`src/rtl/if_id_queue.sv`:
```
// if_id_queue: IF/ID decoupling FIFO of the pipelined RISC-V core.
// Buffers fetched (PC, instruction) pairs in a small circular FIFO and
// presents the oldest entry to decode. A flush discards every entry.
// Optional statistics counters are compiled in with `define IFQ_STATS_EN.
//
// Handshake: a transfer happens on a rising edge where valid and ready are
// both high and flush is low. if_ready depends on the occupancy count only,
// so there is no combinational path from id_ready to if_ready. The head
// entry is held stable while id_valid=1 and id_ready=0.
module if_id_queue #(
  parameter int              XLEN      = 64,
  parameter int              ILEN      = 32,
  parameter int              DEPTH     = 2,
  parameter logic [ILEN-1:0] NOP_INSTR = ILEN'(32'h00000013)
) (
  input  logic            clk,
  input  logic            reset,
  input  logic            if_valid,
  input  logic [XLEN-1:0] if_pc,
  input  logic [ILEN-1:0] if_instr,
  output logic            if_ready,
  input  logic            flush,
  input  logic            id_ready,
  output logic            id_valid,
  output logic [XLEN-1:0] id_pc,
  output logic [ILEN-1:0] id_instr,
  output logic [XLEN-1:0] id_pc_plus4
`ifdef IFQ_STATS_EN
  ,
  output logic [31:0]     stall_cycles,
  output logic [31:0]     flushed_entries
`endif
);

  localparam int PW = $clog2(DEPTH);
  localparam int CW = $clog2(DEPTH + 1);

  // Occupancy condition; the only "state machine" of this block, derived
  // from count and kept as a named signal so checkers can bind to it.
  typedef enum logic [1:0] {
    OCC_EMPTY   = 2'd0,
    OCC_PARTIAL = 2'd1,
    OCC_FULL    = 2'd2
  } occ_t;

  logic [XLEN-1:0] pc_mem    [DEPTH];
  logic [ILEN-1:0] instr_mem [DEPTH];
  logic [PW-1:0]   wr_ptr;
  logic [PW-1:0]   rd_ptr;
  logic [CW-1:0]   count;
  occ_t            occ;
  logic            push;
  logic            pop;

  // Classify occupancy from the count.
  always_comb begin
    occ = OCC_PARTIAL;
    if (count == '0)
      occ = OCC_EMPTY;
    else if (count == CW'(DEPTH))
      occ = OCC_FULL;
  end

  assign if_ready = (occ != OCC_FULL);
  assign id_valid = (occ != OCC_EMPTY);
  assign push     = if_valid & if_ready & ~flush;
  assign pop      = id_valid & id_ready & ~flush;

  // Pointer and count update; reset beats flush, flush beats push/pop.
  always_ff @(posedge clk) begin
    if (reset || flush) begin
      wr_ptr <= '0;
      rd_ptr <= '0;
      count  <= '0;
    end else begin
      if (push)
        wr_ptr <= wr_ptr + PW'(1);
      if (pop)
        rd_ptr <= rd_ptr + PW'(1);
      case ({push, pop})
        2'b10:   count <= count + CW'(1);
        2'b01:   count <= count - CW'(1);
        default: count <= count;
      endcase
    end
  end

  // Entry storage; contents are don't-care after reset, so no reset here.
  always_ff @(posedge clk) begin
    if (push) begin
      pc_mem[wr_ptr]    <= if_pc;
      instr_mem[wr_ptr] <= if_instr;
    end
  end

  // Head presentation: NOP with PC 0 when empty, no same-cycle bypass.
  always_comb begin
    id_pc    = '0;
    id_instr = NOP_INSTR;
    if (id_valid) begin
      id_pc    = pc_mem[rd_ptr];
      id_instr = instr_mem[rd_ptr];
    end
  end

  assign id_pc_plus4 = id_pc + XLEN'(4);

`ifdef IFQ_STATS_EN
  logic [32:0] flush_sum;

  // Saturating accumulation of entries discarded by a flush.
  always_comb begin
    flush_sum = {1'b0, flushed_entries} + 33'(count);
  end

  // Stall counter: cycles where fetch offers an entry but the queue is full.
  always_ff @(posedge clk) begin
    if (reset)
      stall_cycles <= '0;
    else if (if_valid && !if_ready && (stall_cycles != '1))
      stall_cycles <= stall_cycles + 32'd1;
  end

  // Flushed-entry counter: adds the pre-flush occupancy, saturating.
  always_ff @(posedge clk) begin
    if (reset)
      flushed_entries <= '0;
    else if (flush)
      flushed_entries <= flush_sum[32] ? '1 : flush_sum[31:0];
  end
`endif

endmodule

```
`config.mk`:
```
export PLATFORM = sky130hd
export DESIGN_NAME = if_id_queue
export DESIGN_NICKNAME = d
export VERILOG_FILES = /design/src/rtl/if_id_queue.sv
export SDC_FILE = /design/constraint.sdc
export NUM_CORES = 1
export LEC_CHECK = 0
export ABC_AREA = 1
export CAP_MARGIN = 20
export CELL_PAD_IN_SITES_DETAIL_PLACEMENT = 2
export CELL_PAD_IN_SITES_GLOBAL_PLACEMENT = 2
export CORE_MARGIN = 4
export CORE_UTILIZATION = 31
export DETAILED_ROUTE_END_ITERATION = 8
export GPL_ROUTABILITY_DRIVEN = 0
export PLACE_DENSITY = 0.93
export SLEW_MARGIN = 40
export SYNTH_ARGS = -nofsm -noshare
export SYNTH_HDL_FRONTEND = slang
export SYNTH_SLANG_ARGS = --single-unit
```
`constraint.sdc`:
```
create_clock -name clk -period 8.2 [get_ports clk]
set_clock_uncertainty 0.2 [all_clocks]
set_input_delay 0.82 -clock clk [delete_from_list [all_inputs] [get_ports clk]]
set_output_delay 0.82 -clock clk [all_outputs]
set_load 0.01 [all_outputs]
```
== Yosys cells after proc, flatten, opt, wreduce, memory -nomap -nowiden ==
Memories as Yosys holds them, arrays and structs flattened. A register that Yosys moved wholly into a read port is not among the register bits.
Index checks and enable logic that the tools add are counted.

* Flip-flop bits (word level): 4
* Word-level logic and storage cells: 34
* Memory bits (writable): 192
* Memories kept: 2
* Output and inout bits: 162
* Bits of input ports: 101

* $add $sub $neg: 5
* Mux-type cells: 11
* Reductions and logical operators: 4
* Bitwise operators: 5
* Eq/ne operators: 4

{| class="wikitable"
|+ Memory list
! name !! words !! width !! rd ports !! clocked after Yosys merged registers in !! wr ports !! line !! source
|-
| pc_mem || 2 || 64 || 1 || 1 || 1 || 46 || <nowiki>logic [XLEN-1:0] pc_mem [DEPTH];</nowiki>
|-
| instr_mem || 2 || 32 || 1 || 1 || 1 || 47 || <nowiki>logic [ILEN-1:0] instr_mem [DEPTH];</nowiki>
|}

{| class="wikitable"
|+ Operator list
! kind !! count
|-
| 64-bit by 3-bit adder with 64-bit output (second input constant) || 1
|-
| 64-bit two-way mux || 1
|-
| 32-bit two-way mux || 1
|-
| 1-bit two-way mux || 6
|-
| 1-bit bitwise AND || 4
|-
| 2-bit == test (second input constant) || 2
|-
| 2-bit two-way mux || 2
|-
| 2-bit one-hot mux with 2 select lines || 1
|-
| 2-bit nonzero test || 2
|-
| 1-bit adder (second input constant) || 2
|-
| 2-bit by 1-bit adder with 2-bit output (second input constant) || 1
|-
| 2-bit by 1-bit == test with 1-bit output (second input constant) || 1
|-
| 2-bit logical NOT || 1
|-
| 2-bit inequality test (second input constant) || 1
|-
| 2-bit by 1-bit subtractor with 2-bit output (second input constant) || 1
|-
| 1-bit logical OR || 1
|-
| 1-bit NOT || 1
|}

== Longest topological paths before layout ==
* Word-level depth: 8
* Gate-level depth with buffers: 15
* Gate-level depth less buffers: 13

== Worst setup path before layout ==
No wires, ideal clock.

* Path type: input -> register
* Start point: in flush
* End point: mem instr_mem[0][0], enable pin
* Stages: 2
* Slack: 2,390 ps
* Data required time: 7,448 ps
* Library setup time: 552 ps
* Arrival: 5,059 ps
* Path buffers: 0
* Path through: nand3b_1 nor2_1

* Word-level cells in the longest chain between the ends: 4

{| class="wikitable"
|+ Ends and longest elaborated chain
! element !! line !! source
|-
| from (decl) || 22 || <nowiki>input logic flush,</nowiki>
|-
| 1-bit NOT || 66 || <nowiki>assign push = if_valid & if_ready & ~flush;</nowiki>
|-
| 1-bit bitwise AND || 66 ||
|-
| 1-bit two-way mux || 90 || <nowiki>if (push) begin</nowiki>
|-
| 1-bit two-way mux (implied by the code) || 92 || <nowiki>instr_mem[wr_ptr] <= if_instr;</nowiki>
|-
| to (decl) || 47 ||
|}

No other way between the ends.

==> flow_metrics.tcl <==
set metrics [dict create \
    outcome "complete, no violations" \
    critical_path.top_delay_family "buffers and inverters" \
    die_area_um2 37300 \
    syn_inst 1257 \
    ys_ff_latch 197 \
    area_growth_syn_to_layout_pct 34.9 \
    critPathCaptureType "primary output" \
    viasPerCell 4.94 \
    r2r-end "pc_mem[1][51]" \
    crit_path_max_fanout 96 \
    syn_area_um2 10600 \
    use_met2_pct 42.2 \
    seq_area_frac_synth_pct 55.3 \
    synthDistinctLibCells 28 \
    async_flop_share_pct 0 \
    antenna_found_initial 10 \
    cts_resized 0 \
    fin_nets 1614 \
    start_kind "flop" \
    cp_slowest_cell "clkdlybuf4s50_1" \
    worstPathArrival_ns 4.07 \
    drt_pass1_iterations 4 \
    grt_pass1_vias 10800 \
    yosysWarningCount 0 \
    max_slew_margin_pct 53.3 \
    grt_usage_pct 23.4 \
    dominantRegCellSynth "edfxtp_1" \
    cts_hold_buffers 0 \
    cts.clk_slew.worst_paths_ns 0.07 \
    reg2reg_from "count[1]" \
    hold_depth 2 \
    antennaDiodeCount 0 \
    cts_buffer_depth 2 \
    wl_per_cell_um 22.4 \
    numCtsBuffers 17 \
    numClockSinks 197 \
    grt_use_met1_pct 27.7 \
    r2r_cells 7 \
    cpPeakStageDelay_ns 0.65 \
    cp_num_buf_inv 4 \
    power.leakage_nw 5.60 \
    r2r_slack_ns 5.39 \
    tns_ns 0 \
    irDropWorstVdd_mv 0.114 \
    hold_viol 0 \
    io_buffers 262 \
    cts_tree "yes" \
    grt.met3_usage_pct 5.19 \
    cts_root_buf "clkbuf_16" \
    postLayoutCoreUtil_pct 42.6 \
    crit_path_cell_trace "inv_8, nand2_1, nand2_1, nand2_2, inv_2, ha_1, nand2_2, inv_2, nand2_2, nor2_4, nand2_1, xor2_1, clkdlybuf4s50_1" \
    grt_pass1_wl_mm 65.5 \
    drt_wl_total_mm 44.3 \
    critPathKind "reg -> out" \
    overflow 0 \
    syn_nets 1360 \
    drive_gt1_share_pct 7.35 \
    fill_cells 3705 \
    multi_input_comb_area_um2 3890 \
    io_pins 263 \
    die_w_um 193 \
    cts_max_level 4 \
    route.detailed.drc 0 \
    clkLatencyLatePin_ns 0.44 \
    hpwl_mm 34.6 \
    pwr_density_cell_nw_per_um2 161 \
    via_count 9734 \
    dieHeight_um 193 \
    ff_latch_area_um2 5870 \
    setup_ws_ns 3.11 \
    worstHoldPathType "reg -> reg" \
    finalCriticalPeriod_ns 5.09 \
    synth_edf_count 192 \
    grt_max_degree 97 \
    core_area_um2 33600 \
    min_period_over_period_pct 62.0 \
    grt.busiest_layer "met2" \
    timing.fmax_mhz 197 \
    postSynthAreaPerCell_um2 8.44 \
    drv_slew 0 \
    dp_worst_setup_slack_ns 3.60 \
    required_ns 7.18 \
    ant_nets 0 \
    tightest_slew_ns 0.701 \
    initial_core_util_pct 31.6 \
    maxCapViolCount 0 \
    post_cts.repair.setup_buffers 0 \
    rsz0062_at_grt "false" \
    worst_hold_startpoint "rd_ptr" \
    rows 67 \
    dr.first_iter.drc_count 521 \
    setup-violations-final 0 \
]
[routing by layer]
metal,up-vias,share of wire [%],routed length [µm]
li1,4495,-,-
met1,4851,40,17900
met2,298,51,22400
met3,74,5.9,2620
met4,16,2.7,1200
met5,-,0.26,113
[synthesized netlist by cell type (4+ instances only)]
library cell | n | area (µm²)
inv_2 | 8 | 30.0
clkbuf_1 | 7 | 26.3
nand2_2 | 10 | 62.6
edfxtp_1 | 192 | 5770
xor2_1 | 31 | 272
buf_6 | 6 | 67.6
nand2_1 | 483 | 1810
nor2_4 | 4 | 45.0
buf_4 | 12 | 90.1
dfxtp_1 | 5 | 100
a21oi_1 | 35 | 175
inv_1 | 147 | 552
nand3_1 | 62 | 310
buf_8 | 5 | 75.1
nand4_1 | 26 | 163
nor2_1 | 162 | 608
nand3_2 | 11 | 110
nor2_2 | 33 | 206
[kinds of logic after synthesis]
logic type,count (synthesis),share of synthesized area [%]
simple gates,798,31.9
flops,197,55.3
buf+inv,191,8.23
compound gates,38,1.79
xor+xnor,31,2.56
fa+ha+maj,2,0.236
[area by class of cell]
type                            instances  share of cell area, %
Tap cell                              448                   3.91
Multi-Input combinational cell        869                   27.2
Timing Repair Buffer                  270                   19.1
Clock inverter                         15                   1.69
Clock buffer                           17                   2.97
Inverter                              156                   4.14
Sequential cell                       197                   41.0
[where the power goes]
group	internal, mW	leakage (nW)	switching, mW
logic	0.0963	3.47	0.117
registers	1.13	1.80	0.00880
clock network	0.528	0.321	0.426
total	1.76	5.60	0.552
[worst max-delay path by stage]
stage                 endpoint  slack, ns  depth (start not counted)
2_1_floorplan  instr_mem[0][0]       2.39                          2
3_3_place_gp   id_pc_plus4[34]       3.17                         12
3_5_place_dp   id_pc_plus4[34]       3.60                         13
4_1_cts        id_pc_plus4[34]       3.07                         13
5_1_grt        id_pc_plus4[34]       2.89                         13
6_report       id_pc_plus4[34]       3.11                         13
[per-stage QoR]
step                cell area (µm²)  power (mW)  hold slack, ns  instances
floorplan                     10600        1.25           0.247       1257
global placement              13600        1.36           0.248       1935
detailed placement            13700        1.38           0.271       1940
CTS                           14300        2.33           0.284       1972
global route                  14300        2.38           0.318       1972
finish                        14300        2.31           0.275       1972
[worst reg2reg max path: cells and delay by family, from the launching register on]
kind / cells / cell delay (ns)
simple gates: 3 / 0.85
flops: 1 / 0.33
buf+inv: 4 / 1.07
[flip-flops by register name, indices dropped and copies added, names as in the netlist, named ones only]
name       count
pc_mem       128
wr_ptr         1
rd_ptr         1
count          2
instr_mem     64
[cells in the final DEF, fill, tap and decap left out, types with 6 or more instances in the layout]
cell type,n
a21oi_1,35
clkbuf_16,17
clkdlybuf4s50_1,262
edfxtp_1,192
inv_1,147
inv_2,8
nand2_1,483
nand2_2,10
nand3_1,62
nand3_2,11
nand4_1,26
nor2_1,160
nor2_2,33
nor2_4,6
xor2_1,31
Power figures use the tool's default switching activity.
